`src/rtl/ap_mult_arb_4r.sv`:
```
// Round-robin arbiter sharing one signed multiplier among NREQ requesters.
// Two-stage pipeline: S1 holds the granted operands, S2 holds the registered product.

module ap_si_wall_12b_r11 #(
  parameter int unsigned DW = 12
) (
  input  logic            clk,
  input  logic            i_en,
  input  logic [DW-1:0]   i_a,
  input  logic [DW-1:0]   i_b,
  output logic [2*DW-1:0] o_p
);

  localparam int unsigned PW    = 2 * DW;
  localparam int unsigned NROWS = DW + 1;

  logic [PW-1:0] w_a_ext;
  logic [PW-1:0] w_pp  [NROWS];
  logic [PW-1:0] w_red [NROWS];
  logic [PW-1:0] w_sum;
  logic [PW-1:0] r_p;

  // The sign row is subtracted as ~row + 1; the +1 travels as its own row.
  always_comb begin
    w_a_ext = {{DW{i_a[DW-1]}}, i_a};
    for (int i = 0; i < NROWS; i++) begin
      w_pp[i] = '0;
    end
    for (int i = 0; i < DW - 1; i++) begin
      w_pp[i] = i_b[i] ? (w_a_ext << i) : '0;
    end
    w_pp[DW-1] = ~(i_b[DW-1] ? (w_a_ext << (DW - 1)) : '0);
    w_pp[DW]   = PW'(1);
  end

  // Wallace reduction: each level compresses groups of three rows into two.
  always_comb begin
    logic [PW-1:0] row [NROWS];
    logic [PW-1:0] nxt [NROWS];
    logic [PW-1:0] x, y, z;
    int n, m;
    for (int j = 0; j < NROWS; j++) begin
      row[j] = w_pp[j];
      nxt[j] = '0;
    end
    x = '0;
    y = '0;
    z = '0;
    n = NROWS;
    m = 0;
    for (int lvl = 0; lvl < NROWS; lvl++) begin
      if (n > 2) begin
        m = 0;
        for (int j = 0; j < NROWS; j++) begin
          nxt[j] = '0;
        end
        for (int g = 0; g < NROWS / 3; g++) begin
          if (3 * g + 2 < n) begin
            x        = row[3*g];
            y        = row[3*g+1];
            z        = row[3*g+2];
            nxt[m]   = x ^ y ^ z;
            nxt[m+1] = ((x & y) | (x & z) | (y & z)) << 1;
            m        = m + 2;
          end
        end
        for (int j = 0; j < NROWS; j++) begin
          if (j >= 3 * (n / 3) && j < n) begin
            nxt[m] = row[j];
            m      = m + 1;
          end
        end
        for (int j = 0; j < NROWS; j++) begin
          row[j] = nxt[j];
        end
        n = m;
      end
    end
    for (int j = 0; j < NROWS; j++) begin
      w_red[j] = row[j];
    end
  end

  assign w_sum = w_red[0] + w_red[1];

  always_ff @(posedge clk) begin
    if (i_en) begin
      r_p <= w_sum;
    end
  end

  assign o_p = r_p;

endmodule

module ap_mult_arb_4r #(
  parameter int unsigned NREQ = 4,
  parameter int unsigned DW   = 12,
  parameter int unsigned IDW  = 2
) (
  input  logic                 clk,
  input  logic                 rst_n,
  input  logic [NREQ-1:0]      req_valid,
  output logic [NREQ-1:0]      req_ready,
  input  logic [NREQ*DW-1:0]   req_muld,
  input  logic [NREQ*DW-1:0]   req_mulr,
  output logic                 res_valid,
  input  logic                 res_ready,
  output logic [2*DW-1:0]      res_data,
  output logic [IDW-1:0]       res_id,
  output logic                 busy
);

  logic            r_v1;
  logic            r_v2;
  logic [IDW-1:0]  r_rr_ptr;
  logic [IDW-1:0]  r_id1;
  logic [IDW-1:0]  r_id2;
  logic [DW-1:0]   r_muld;
  logic [DW-1:0]   r_mulr;

  logic            w_s2_adv;
  logic            w_s1_acc;
  logic            w_found;
  logic            w_accept;
  logic [IDW-1:0]  w_gnt;
  logic [IDW-1:0]  w_rr_nxt;

  assign w_s2_adv = !r_v2 || res_ready;
  assign w_s1_acc = !r_v1 || w_s2_adv;

  // First valid requester at or after the pointer, wrapping.
  always_comb begin
    w_found = 1'b0;
    w_gnt   = '0;
    for (int k = 0; k < int'(NREQ); k++) begin
      int idx;
      idx = int'(r_rr_ptr) + k;
      if (idx >= int'(NREQ)) begin
        idx = idx - int'(NREQ);
      end
      if (!w_found && req_valid[idx]) begin
        w_found = 1'b1;
        w_gnt   = IDW'(idx);
      end
    end
  end

  always_comb begin
    w_rr_nxt = '0;
    if (int'(w_gnt) != int'(NREQ) - 1) begin
      w_rr_nxt = w_gnt + IDW'(1);
    end
  end

  // Reset gating keeps req_ready low while rst_n is asserted.
  assign req_ready = (rst_n && w_found && w_s1_acc) ? (NREQ'(1) << w_gnt) : '0;
  assign w_accept  = |req_ready;

  always_ff @(posedge clk or negedge rst_n) begin
    if (!rst_n) begin
      r_v1     <= 1'b0;
      r_v2     <= 1'b0;
      r_rr_ptr <= '0;
      r_id1    <= '0;
      r_id2    <= '0;
    end else begin
      if (w_s2_adv) begin
        r_v2  <= r_v1;
        r_id2 <= r_id1;
      end
      if (w_s1_acc) begin
        r_v1 <= w_accept;
      end
      if (w_accept) begin
        r_id1    <= w_gnt;
        r_rr_ptr <= w_rr_nxt;
      end
    end
  end

  always_ff @(posedge clk) begin
    if (w_accept) begin
      r_muld <= req_muld[w_gnt*DW +: DW];
      r_mulr <= req_mulr[w_gnt*DW +: DW];
    end
  end

  ap_si_wall_12b_r11 #(
    .DW (DW)
  ) u_mult (
    .clk  (clk),
    .i_en (w_s2_adv),
    .i_a  (r_muld),
    .i_b  (r_mulr),
    .o_p  (res_data)
  );

  assign res_valid = r_v2;
  assign res_id    = r_id2;
  assign busy      = r_v1 | r_v2;

endmodule

```
`config.mk`:
```
export PLATFORM = sky130hd
export DESIGN_NAME = ap_mult_arb_4r
export DESIGN_NICKNAME = d
export VERILOG_FILES = /design/src/rtl/ap_mult_arb_4r.sv
export SDC_FILE = /design/constraint.sdc
export NUM_CORES = 1
export LEC_CHECK = 0
export ABC_AREA = 1
export CORE_AREA = 2 2 149 151
export CTS_CLUSTER_SIZE = 14
export DETAILED_ROUTE_END_ITERATION = 16
export DIE_AREA = 0 0 151 153
export PLACE_DENSITY = 0.63
export SLEW_MARGIN = 25
export SYNTH_ARGS = -nofsm -noshare
export SYNTH_HDL_FRONTEND = slang
export SYNTH_SLANG_ARGS = --single-unit
```
`constraint.sdc`:
```
create_clock -name clk -period 7.82 [get_ports clk]
set_clock_uncertainty 0.2 [all_clocks]
set_input_delay 0.782 -clock clk [delete_from_list [all_inputs] [get_ports clk]]
set_output_delay 0.782 -clock clk [all_outputs]
set_load 0.02 [all_outputs]
```
; ---- Word-level counts from Yosys, hierarchy flattened
; Index checks and enable logic that the tools add are counted.
; W data, S select, Z words.
[classes]
n_addsub = 9
n_reduce_logical = 13
mul = 1
n_lt_le_gt_ge = 8
eq_ne = 1
mux = 38
bitwise = 76
n_shift = 3
[op_table]
columns = cell, count
row1 = $and A23 B23 Y23, 31
row2 = $xor A24 B24 Y24, 21
row3 = $or A23 B23 Y23, 20
row4 = $mux W24, 12
row5 = $lt A32 B4 Y1 const B, 4
row6 = $mux W32, 4
row7 = $shiftx A48 B7 Y12, 2
row8 = $add A24 B24 Y24, 1
row9 = $not A24 Y24, 1
row10 = $or A23 B1 Y23, 1
row11 = $mux W1, 12
row12 = $sub A3 B3 Y4 const B, 3
row13 = $mux W2, 5
row14 = $ge A3 B3 Y1 const B, 3
row15 = $bmux W1 S2, 4
row16 = $add A2 B2 Y3 const B, 2
row17 = $logic_and A1 B1 Y1, 5
row18 = $logic_not A1 Y1, 5
row19 = $mul A2 B2 Y4 const B, 1
row20 = $mux W4, 1
row21 = $reduce_or A4 Y1, 1
row22 = $shl A1 B2 Y4 const A, 1
row23 = $sub A2 B3 Y4 const B, 1
row24 = $add A2 B1 Y3 const B, 1
row25 = 6 further kinds, 7
[word_totals]
ff_bits = 56
out_inout_bits = 32
inputBits = 103
elab_cells = 157

; ---- Longest topological paths before layout
[logic_depth]
depth_word = 19
mapped_depth = 23
depth_no_buf = 22

; ---- Hierarchy
; A second synthesis with hierarchy kept.
[hier_totals]
cells_unflattened = 1275
area_unflattened_um2 = 9415.3
[by_module_without_submodules]
columns = mod, instances, area_per_inst_um2, seq_area_each_um2, cells_per_inst
row1 = ap_si_wall_12b_r11, 1, 6930.4, 720.7, 912
row2 = ap_mult_arb_4r, 1, 2484.9, 920.9, 363

; ---- Worst setup path after synthesis
; No wires, ideal clock.
[synth_path]
path_type = register to register
from = reg r_muld[11]
to = reg u_mult.r_p[23] (netlist: u_mult.o_p[23]) (data pin)
required_time_ns = 7.368
setup_time_ns = 0.252
path_stages_with_launch = 21
n_path_buf = 1
slack_ns = 2.857
period_less_slack_ns = 4.963
t_arrival_ns = 4.511
cell_sequence = edfxtp_1 > clkbuf_1 > nand2_1 > fa_1 > inv_1 > fa_1 > fa_1 > inv_1 > fa_1 > inv_1 > fa_1 > ha_1 > nand2_1 > inv_1 > nand3_1 > nor3_1 > nand3_1 > nor2_1 > nor2_1 > nand2_1 > nand2_1
[synth_between]
elab_chain_len = 17
word_cells_on_any_way = 87
cone_classes = add/sub: 1 / mux: 12 / bitwise: 74
[synth_rtl]
columns = item, line_no
row1 = "start, declared", 119  ; logic [DW-1:0] r_muld;
row2 = "start signal, assigned", 184  ; r_muld <= req_muld[w_gnt*DW +: DW];
row3 = $mux W24, 30  ; w_pp[i] = i_b[i] ? (w_a_ext << i) : '0;
row4 = $and A23 B23 Y23, 63  ; nxt[m+1] = ((x & y) | (x & z) | (y & z)) << 1;
row5 = $or A23 B23 Y23 (2 in a row), 63
row6 = $and A23 B23 Y23, 63
row7 = $or A23 B23 Y23 (2 in a row), 63
row8 = $and A23 B23 Y23, 63
row9 = $or A23 B23 Y23 (2 in a row), 63
row10 = $and A23 B23 Y23, 63
row11 = $or A23 B23 Y23 (2 in a row), 63
row12 = $and A23 B23 Y23, 63
row13 = $or A23 B23 Y23 (2 in a row), 63
row14 = $add A24 B24 Y24 *, 84  ; assign w_sum = w_red[0] + w_red[1];
row15 = named net u_mult.w_sum[23], 20  ; logic [PW-1:0] w_sum;
row16 = "end signal, assigned", 88  ; r_p <= w_sum;
row17 = "end, declared", 21  ; logic [PW-1:0] r_p;
; The timed path passes the listed nets; every way through them passes the cells marked *.
; A chain may end at the register's enable or synchronous reset.

; ---- Worst setup path in the final report
[layout_path]
from = reg r_mulr[6]
to = reg u_mult.r_p[23] (netlist: u_mult.o_p[23]) (data pin)
[layout_between]
elab_chain_len = 16
word_cells_on_any_way = 40
cone_classes = add/sub: 1 / mux: 1 / bitwise: 38
[layout_rtl]
columns = item, line_no
row1 = "start, declared", 120  ; logic [DW-1:0] r_mulr;
row2 = "start signal, assigned", 185  ; r_mulr <= req_mulr[w_gnt*DW +: DW];
row3 = $mux W24 *, 30
row4 = $and A23 B23 Y23, 63
row5 = $or A23 B23 Y23 (2 in a row), 63
row6 = $and A23 B23 Y23, 63
row7 = $or A23 B23 Y23 (2 in a row), 63
row8 = $xor A24 B24 Y24 (2 in a row), 62  ; nxt[m] = x ^ y ^ z;
row9 = $and A23 B23 Y23, 63
row10 = $or A23 B23 Y23 (2 in a row), 63
row11 = $and A23 B23 Y23, 63
row12 = $or A23 B23 Y23 (2 in a row), 63
row13 = $add A24 B24 Y24 *, 84
row14 = named net u_mult.w_sum[23], 20
; Marked as above.

==> results.tsv <==
stage	metric	value	unit
setup_path	R2R depth	18	
clock_tree	clock tree sinks	56	
synthesis	post-synth top area cell	fa_1	
global_routing	grt total ovfl	0	
die	die width	151	microns
routing	drc violations	0	
routing	WL met1	9680	microns
sta	setup violators final	0	
sta	setup TNS	0	ns
routing	routed wl met3	1370	microns
sta	Worst Max-Slew Pin Slew	0.734	ns
synthesis	count leader, synth	nand2_1	
clock_tree	CTS tree	done	
clock_tree	Bufs on Longest Clock Path	2	
routing	Vias/cell	4.58	
setup_path	crit end category	flip-flop	
routing	via count	7305	
hold_path	hold path start	r_id1[1]	
finish	Finished Core Util	0.498	
synthesis	area of the mapped netlist	9070	sq um
synthesis	flops & latches, synth	56	
clock_tree	CTS Root Cell	clkbuf_16	
synthesis	yosys warns	0	
setup_path	Worst Path Required	7.69	ns
placement	post-placement cell count	1586	
setup_path	Worst EP arrival	5.21	ns
synthesis	Post-synth EDFFs	48	
clock_tree	hold buffer count at cts	0	
synthesis	Syn Nets	1506	
die	num rows	54	
routing	top sig layer	met4	
clock_tree	post-cts resize count	0	
finish	Post-layout nets	1606	
sta	Slew Limit Headroom	0.509	
sta	RSZ-0062 raised after global routing	no	
global_routing	vias in the first global route	7363	
routing	Detailed Routing Iterations Pass 1	5	
sta	Final Critical Period	5.34	ns
setup_path	Crit Path Max Fanout	12	
die	die area	23100	sq um
routing	Routed WL	20400	microns
status	status	complete, no violations	
sta	final hold violations	0	
clock_tree	buffer count from post-CTS setup fixing	0	
setup_path	CP Launch Type	flip-flop	
routing	met2 WL	9080	microns
synthesis	Synth top cells by count	nand2_1 (421), inv_1 (308), fa_1 (134), nand3_1 (71), ha_1 (56)	
synthesis	asr flop ratio synth	0.143	
die	Die Ht	153	microns
clock_tree	clk_lat worst skew	0.31	ns
global_routing	largest net degree at the start of global routing	53	
die	area of the core	21500	sq um
synthesis	commonest register cell after synthesis	edfxtp_1	
finish	non-filler instance count after layout	1594	
synthesis	unique cell type count in the Yosys netlist	30	
clock_tree	Clock transition at path regs	0.08	ns
hold_path	Hold Path Class	reg -> reg	
synthesis	synthesized area per cell	7.48	sq um
clock_tree	total CTS buffers	5	
sta	FMAX	187	MHz
synthesis	cells after synthesis	1213	
die	starting density of the core	0.422	
sta	fin worst setup slack	2.48	ns
global_routing	gr usage total	0.186	
finish	area delta synth->final	18.0	%
placement	Placement Setup Slack	2.48	ns
finish	fraction of layout cells with a size suffix above 1	0.0198	
synthesis	register area share after synthesis	0.181	
setup_path	reg2reg start	r_mulr[6]	
placement	GP Congestion	0.898	
hold_path	Hold Path Depth	2	
clock_tree	H-tree Lvls	2	
placement	Post-DP HPWL	17300	microns
global_routing	first-pass GRT wire length	34500	microns
finish	# diodes	0	
synthesis	Synth top area share	0.296	
synthesis	Synth area leaders	fa_1 (30%), nand2_1 (17%), edfxtp_1 (16%)	
job	Max Cap Viol	0	
routing	routed len/inst	12.8	microns
setup_path	Crit Path Category	reg -> reg	
die	Ports	135	
sta	max-slew violations	0	
placement	# port buffers	134	
setup_path	Crit. Startpoint	r_mulr[6]	
global_routing	initial antenna violation count	0	
sta	period utilisation layout	0.683	
routing	Iter 0 DRT Violations	346	
routing	Routed Antenna Nets	0	
[cells in the final DEF, fill, tap and decap left out, types with 2 or more instances in the layout]
cell type / Yosys / layout
nand2_1: 421 / 421
inv_1: 308 / 307
fa_1: 134 / 134
clkdlybuf4s50_1: 0 / 134
nand3_1: 71 / 71
ha_1: 56 / 56
edfxtp_1: 48 / 48
nor2_1: 33 / 33
a21oi_1: 21 / 21
o21ai_0: 19 / 19
xor2_1: 12 / 12
xnor2_1: 8 / 8
dfrtp_1: 8 / 8
nand2_2: 7 / 7
clkbuf_16: 0 / 5
inv_2: 3 / 4
nor3_1: 4 / 4
a21boi_0: 3 / 3
o211ai_1: 3 / 3
buf_4: 10 / 3
nand4_1: 2 / 2
clkinv_4: 0 / 2
[worst paths after layout]
path / to / slack, ns
max in group asynchronous: res_id[0] / 6.60
min in group asynchronous: r_rr_ptr[0] / 0.55
max: u_mult.o_p[23] / 2.48
max reg2reg: u_mult.o_p[23] / 2.48
min: res_id[1] / 0.29
min reg2reg: res_id[1] / 0.29
[per-layer routing]
layer,track usage,vias up
li1,-,3731
met1,0.261,3336
met2,0.299,222
met3,0.0319,16
met4,0.0449,0
met5,0,-
[through the flow]
stage               hold WS [ns]  cell area [sq um]
floorplan                  0.243               9070
global placement           0.263              10500
detailed placement         0.267              10500
CTS                        0.294              10700
global route               0.315              10700
finish                     0.291              10700
[state kept, by name, summed over array words and instances (netlist names)]
signal      flops
r_id1           2
r_muld         12
r_mulr         12
r_rr_ptr        2
r_v1            1
res_id          2
res_valid       1
u_mult.o_p     24
[cell families after synthesis]
| logic type | count (synthesis) | share of synthesized area |
|---|---|---|
| compound gates | 50 | 0.0312 |
| xor+xnor | 20 | 0.0193 |
| fa+ha+maj | 190 | 0.373 |
| buf+inv | 355 | 0.155 |
| flops | 56 | 0.181 |
| simple gates | 542 | 0.240 |
[critical path, cell delays in order (launching register included)]
cell and delay (ns):
edfxtp_1 0.66, nand2_1 0.23, fa_1 0.53, inv_1 0.05, fa_1 0.49, fa_1 0.54, inv_1 0.05, fa_1 0.47
inv_1 0.05, fa_1 0.44, ha_1 0.39, a21oi_1 0.31, o21ai_0 0.14, a21oi_1 0.15, nand2_1 0.07, nor2_1 0.15
inv_1 0.05, nand2_1 0.06, nand2_1 0.05
[area by class of cell]
cell class              instances  area [sq um]
fillers                      2157         10800
multi-input cells             802          6030
flip-flops and latches         56          1640
repair buffers                137          1360
inverters                     311          1170
well taps                     280           350
clock buffers                   5           125
clock inverters                 3          26.3
Power is not shown: default switching activity piles up to over one toggle a cycle in this logic, so the estimate is an artifact.
